$ cat config.mk
export PLATFORM = sky130hd
export DESIGN_NAME = bcd_serial_adder
export DESIGN_NICKNAME = d
export VERILOG_FILES = /design/src/rtl/bcd_serial_adder.sv
export SDC_FILE = /design/constraint.sdc
export NUM_CORES = 1
export LEC_CHECK = 0
export BUFFER_PORTS_ARGS = -buffer_cell sky130_fd_sc_hd__buf_2
export CAP_MARGIN = 20
export CORE_ASPECT_RATIO = 0.8
export CORE_MARGIN = 2
export CORE_UTILIZATION = 40
export CTS_CLUSTER_SIZE = 25
export DETAILED_ROUTE_END_ITERATION = 8
export HOLD_SLACK_MARGIN = 0.06
export MAX_ROUTING_LAYER = met4
export SLEW_MARGIN = 20
export SYNTH_ARGS = -nofsm -noshare
export SYNTH_HDL_FRONTEND = slang
export SYNTH_SLANG_ARGS = --single-unit
$ cat constraint.sdc
create_clock -name Clock -period 3 [get_ports Clock]
set_input_delay 0.45 -clock Clock [delete_from_list [all_inputs] [get_ports Clock]]
set_output_delay 0.45 -clock Clock [all_outputs]
set_load 0.05 [all_outputs]
$ cat src/rtl/bcd_serial_adder.sv
// Digit-serial packed-BCD add/subtract unit: one decimal digit per clock, LSD first,
// with a start/done handshake and results registered for the display path.
module bcd_serial_adder #(
    parameter int DIGITS = 4
) (
    input  logic                  Clock,
    input  logic                  Reset,
    input  logic                  Start,
    input  logic                  Sub,
    input  logic                  Cin,
    input  logic [4*DIGITS-1:0]   A,
    input  logic [4*DIGITS-1:0]   B,
    output logic                  Busy,
    output logic                  Done,
    output logic [4*DIGITS-1:0]   Sum,
    output logic                  Cout,
    output logic                  Err
);

    localparam int W  = 4 * DIGITS;
    localparam int CW = (DIGITS > 1) ? $clog2(DIGITS) : 1;
    localparam logic [CW-1:0] LAST_DIGIT = CW'(DIGITS - 1);

    typedef enum logic [1:0] {
        IDLE = 2'd0,
        ADD  = 2'd1,
        DONE = 2'd2
    } state_t;

    state_t         state_reg;
    logic [W-1:0]   a_reg;
    logic [W-1:0]   b_reg;
    logic [W-1:0]   acc_reg;
    logic           sub_reg;
    logic           carry_reg;
    logic           err_reg;
    logic [CW-1:0]  cnt_reg;

    logic           busy_reg;
    logic           done_reg;
    logic [W-1:0]   sum_reg;
    logic           cout_reg;
    logic           err_out_reg;

    logic [3:0]     a_dig;
    logic [3:0]     b_dig;
    logic [3:0]     b_eff;
    logic [4:0]     t_raw;
    logic [3:0]     dig_next;
    logic           carry_next;
    logic           err_next;
    logic [W+3:0]   acc_shift;
    logic [W-1:0]   acc_next;

    // Operands shift right each digit, so the current digit always sits in bits [3:0].
    always_comb begin
        a_dig      = a_reg[3:0];
        b_dig      = b_reg[3:0];
        b_eff      = sub_reg ? (4'd9 - b_dig) : b_dig;
        t_raw      = {1'b0, a_dig} + {1'b0, b_eff} + {4'd0, carry_reg};
        dig_next   = t_raw[3:0];
        carry_next = 1'b0;
        if (t_raw > 5'd9) begin
            dig_next   = t_raw[3:0] + 4'd6;
            carry_next = 1'b1;
        end
        err_next   = err_reg | (a_dig > 4'd9) | (b_dig > 4'd9);
        // New digit enters at the top; after DIGITS shifts digit 0 lands at the bottom.
        acc_shift  = {dig_next, acc_reg};
        acc_next   = acc_shift[W+3:4];
    end

    always_ff @(posedge Clock) begin
        if (Reset) begin
            state_reg   <= IDLE;
            a_reg       <= '0;
            b_reg       <= '0;
            acc_reg     <= '0;
            sub_reg     <= 1'b0;
            carry_reg   <= 1'b0;
            err_reg     <= 1'b0;
            cnt_reg     <= '0;
            busy_reg    <= 1'b0;
            done_reg    <= 1'b0;
            sum_reg     <= '0;
            cout_reg    <= 1'b0;
            err_out_reg <= 1'b0;
        end else begin
            case (state_reg)
                IDLE: begin
                    done_reg <= 1'b0;
                    if (Start) begin
                        a_reg     <= A;
                        b_reg     <= B;
                        sub_reg   <= Sub;
                        carry_reg <= Sub ? 1'b1 : Cin;
                        err_reg   <= 1'b0;
                        cnt_reg   <= '0;
                        busy_reg  <= 1'b1;
                        state_reg <= ADD;
                    end
                end
                ADD: begin
                    a_reg     <= a_reg >> 4;
                    b_reg     <= b_reg >> 4;
                    acc_reg   <= acc_next;
                    carry_reg <= carry_next;
                    err_reg   <= err_next;
                    if (cnt_reg == LAST_DIGIT) begin
                        busy_reg    <= 1'b0;
                        done_reg    <= 1'b1;
                        sum_reg     <= acc_next;
                        cout_reg    <= carry_next;
                        err_out_reg <= err_next;
                        state_reg   <= DONE;
                    end else begin
                        cnt_reg <= cnt_reg + 1'b1;
                    end
                end
                DONE: begin
                    done_reg  <= 1'b0;
                    state_reg <= IDLE;
                end
                default: begin
                    busy_reg  <= 1'b0;
                    done_reg  <= 1'b0;
                    state_reg <= IDLE;
                end
            endcase
        end
    end

    assign Busy = busy_reg;
    assign Done = done_reg;
    assign Sum  = sum_reg;
    assign Cout = cout_reg;
    assign Err  = err_out_reg;

endmodule

==> results.sh <==
export IMPL_met1Wirelength_mm=3.60
export IMPL_cpMostUsedCell="inv_1"
export IMPL_power_mw=2.39
export IMPL_dpl_hpwl_mm=4.81
export IMPL_synthCells=371
export IMPL_clk_path_buf_depth=2
export IMPL_slew_violations=0
export IMPL_worst_pin_slew_ns=0.766
export IMPL_ios=57
export IMPL_cts_htree_levels=3
export IMPL_synth_area_leaders="dfxtp_1 (47%), nor2_1 (12%), nand2_1 (6.4%)"
export IMPL_cts_root_buffer="clkbuf_8"
export IMPL_power_density_mw_per_mm2=665
export IMPL_synthArstFlopShare=0
export IMPL_grt_first_pass_wirelength_mm=11.8
export IMPL_worstReg2RegStart="sub_reg$_SDFFE_PP0P_"
export IMPL_cts_resized=0
export IMPL_worstHoldEndpoint="b_reg[14]$_SDFFE_PP0P_"
export IMPL_firstDrtPassIters=4
export IMPL_grt_max_degree=72
export IMPL_clkTransAtPathRegs_ns=0.08
export IMPL_synth_edf_count=0
export IMPL_multi_input_area_mm2=0.00140
export IMPL_detail_route_antenna_nets=0
export IMPL_initial_core_util=0.409
export IMPL_hp_start="B[14]"
export IMPL_synthesis_area_mm2=0.00299
export IMPL_die_w_um=101
export IMPL_path_buf_inv=2
export IMPL_num_rows=28
export IMPL_synthAdderAreaFrac=0.0385
export IMPL_drcViolationCount=0
export IMPL_port_buffers=56
export IMPL_synth_top_family_by_area="simple AND/OR/NAND/NOR gates"
export IMPL_wl_per_cell_um=13.7
export IMPL_crit_arrival_ns=2.99
export IMPL_reg2reg_slack_ns=0.22
export IMPL_cts_setup_buffers=0
export IMPL_layout_worst_path_cycle_share=0.928
export IMPL_antenna_cells=0
export IMPL_ys_ff_latch=71
export IMPL_ys_flop_type="dfxtp_1"
export IMPL_rr_worst_depth=10
export IMPL_coreArea_mm2=0.00732
export IMPL_hold_viol_final=0
export IMPL_dieHeight_um=81.4
export IMPL_min_period_ns=2.78
export IMPL_grt_overflow=0
export IMPL_grt_total_usage=0.192
export IMPL_fin_tns_setup_ns=0
export IMPL_holdBufCountCts=0
export IMPL_synth_simple_area_share=0.262
export IMPL_wl_met3_um=302
export IMPL_maxSlewHeadroom=0.489
export IMPL_finalWeightedCongestion=0.837
export IMPL_die_area_mm2=0.00819
export IMPL_cts_buffers=9
export IMPL_slowest_delay_ns=0.63
export IMPL_wl_mm=7.10
export IMPL_fmax_ghz=0.359
export IMPL_worstPathRequired_ns=3.20
export IMPL_synth_xor_xnor_area_share=0.00878
export IMPL_highest_layer="met4"
export IMPL_synth_compound_area_share=0.158
export IMPL_hold_ws_ns=0.352
export IMPL_crit_path_start_kind="flop"
export IMPL_postSynthAreaPerCell_um2=8.07
export IMPL_ff_latch_area_mm2=0.00142
export IMPL_finalSetupViolations=0
export IMPL_antenna_found_initial=0
export IMPL_final_util=0.490
export IMPL_cts_sinks=71
export IMPL_synth_warnings=0
export IMPL_leakagePower_nw=1.52
export IMPL_finalInstanceArea_mm2=0.00359
export IMPL_worst_clock_skew_ns=0.00852
export IMPL_yosysSeqAreaShare=0.475
export IMPL_synth_top_area_frac=0.475
export IMPL_route_met2_wl_mm=3.10
export IMPL_status="finished clean"
export IMPL_yosysMostFrequentCell="nor2_1"
export IMPL_routed_via_density=5.18
export IMPL_initialDrtViolationCount=104
export IMPL_yosysUniqueCellTypes=46
export IMPL_critPathKind="reg2reg"
export IMPL_grt_pass1_vias=2550
export IMPL_num_nets_final=468
export IMPL_vias=2681
export IMPL_path_max_fanout=9
export IMPL_synthTopCellsByCount="nor2_1 (92), dfxtp_1 (71), nand2_1 (51), a21oi_1 (29), nor4_1 (21)"
export IMPL_syn2layout_area_growth_pct=19.8
export IMPL_fillers=745
export IMPL_path_cells="xnor2_1, fa_1, inv_1, fa_2, inv_1, ha_1, a21o_1, o31a_2, o211ai_1, a21oi_1"
export IMPL_ir_drop_mv=0.336
export IMPL_placed_area_mm2=0.00333
export IMPL_drv_cap=0
export IMPL_crit_family="adder cells"
export IMPL_critPathSlowestCell="fa_2"
export IMPL_synth_fp_nets=416
export IMPL_synthMuxAreaShare=0
export IMPL_hold_depth=3
export IMPL_tritoncts="built"
export IMPL_drive_gt1_frac=0.210
export IMPL_rsz0062_at_grt="no"
export IMPL_timing_rr_end="Sum[14]$_SDFFE_PP0P_"
export IMPL_yosysTopAreaCell="dfxtp_1"
export IMPL_min_path_type="in2reg"
export IMPL_insertion_delay_ns=0.35
export IMPL_cp_end_kind="flop"
## area by class of cell
class / count / share of cell area
multi-input cells: 265 / 0.391
clock buffers: 11 / 0.0422
flip-flops and latches: 71 / 0.397
clock inverters: 5 / 0.0290
well taps: 90 / 0.0314
inverters: 10 / 0.0105
repair buffers: 66 / 0.0991
## worst reg2reg max path: cells and delay by family (launching register included)
| kind | cells | cell delay [ns] |
|---|---|---|
| fa+ha+maj | 3 | 1.09 |
| compound gates | 4 | 0.83 |
| flops | 1 | 0.41 |
| xor+xnor | 1 | 0.16 |
| buf+inv | 2 | 0.14 |
## kinds of logic after synthesis
family	Yosys count
AND/OR/NAND/NOR	181
AO/OA/AOI/OAI	73
flip-flops	71
buffers and inverters	35
adder cells (fa/ha/maj)	8
XOR/XNOR	3
## cell usage in the layout, fill, tap and decap left out, types with 2 or more instances in the layout
cell	instances
nor2_1	92
nor3b_1	2
a211oi_1	6
a2111oi_0	3
clkbuf_8	11
nor3_1	5
buf_2	56
a22oi_1	9
xnor2_1	2
a21o_1	2
o31ai_1	2
buf_4	10
a31oi_1	2
nand2_1	51
nand3b_1	3
o21ai_0	7
ha_1	6
dfxtp_1	70
inv_1	10
bufinv_16	3
a21oi_1	29
nor4_1	21
o211ai_1	2
## layer usage
metal,GRT usage,vias up
met5,-,-
met4,0.0658,0
met3,0.0525,9
met2,0.290,55
met1,0.249,1246
li1,-,1371
## stage by stage
stage	cells	worst slack (ns)
2_1_floorplan	371	0.522
3_3_place_gp	502	0.334
3_5_place_dp	502	0.188
4_1_cts	518	0.181
5_1_grt	518	0.0292
6_report	518	0.215
## worst max path at each step
stage	start	end	cells after the start
global placement	b_reg[1]$_SDFFE_PP0P_	Sum[14]$_SDFFE_PP0P_	12
detailed placement	sub_reg$_SDFFE_PP0P_	Sum[14]$_SDFFE_PP0P_	10
global route	sub_reg$_SDFFE_PP0P_	Sum[14]$_SDFFE_PP0P_	10
CTS	sub_reg$_SDFFE_PP0P_	Sum[14]$_SDFFE_PP0P_	10
floorplan	b_reg[1]$_SDFFE_PP0P_	Sum[14]$_SDFFE_PP0P_	12
finish	sub_reg$_SDFFE_PP0P_	Sum[14]$_SDFFE_PP0P_	10
## report_power, final
group	switching, mW	internal (mW)	total, mW
clock network	0.364	0.598	0.962
logic	0.227	0.158	0.385
registers	0.0401	0.999	1.04
(Power assumes the default switching activity.)
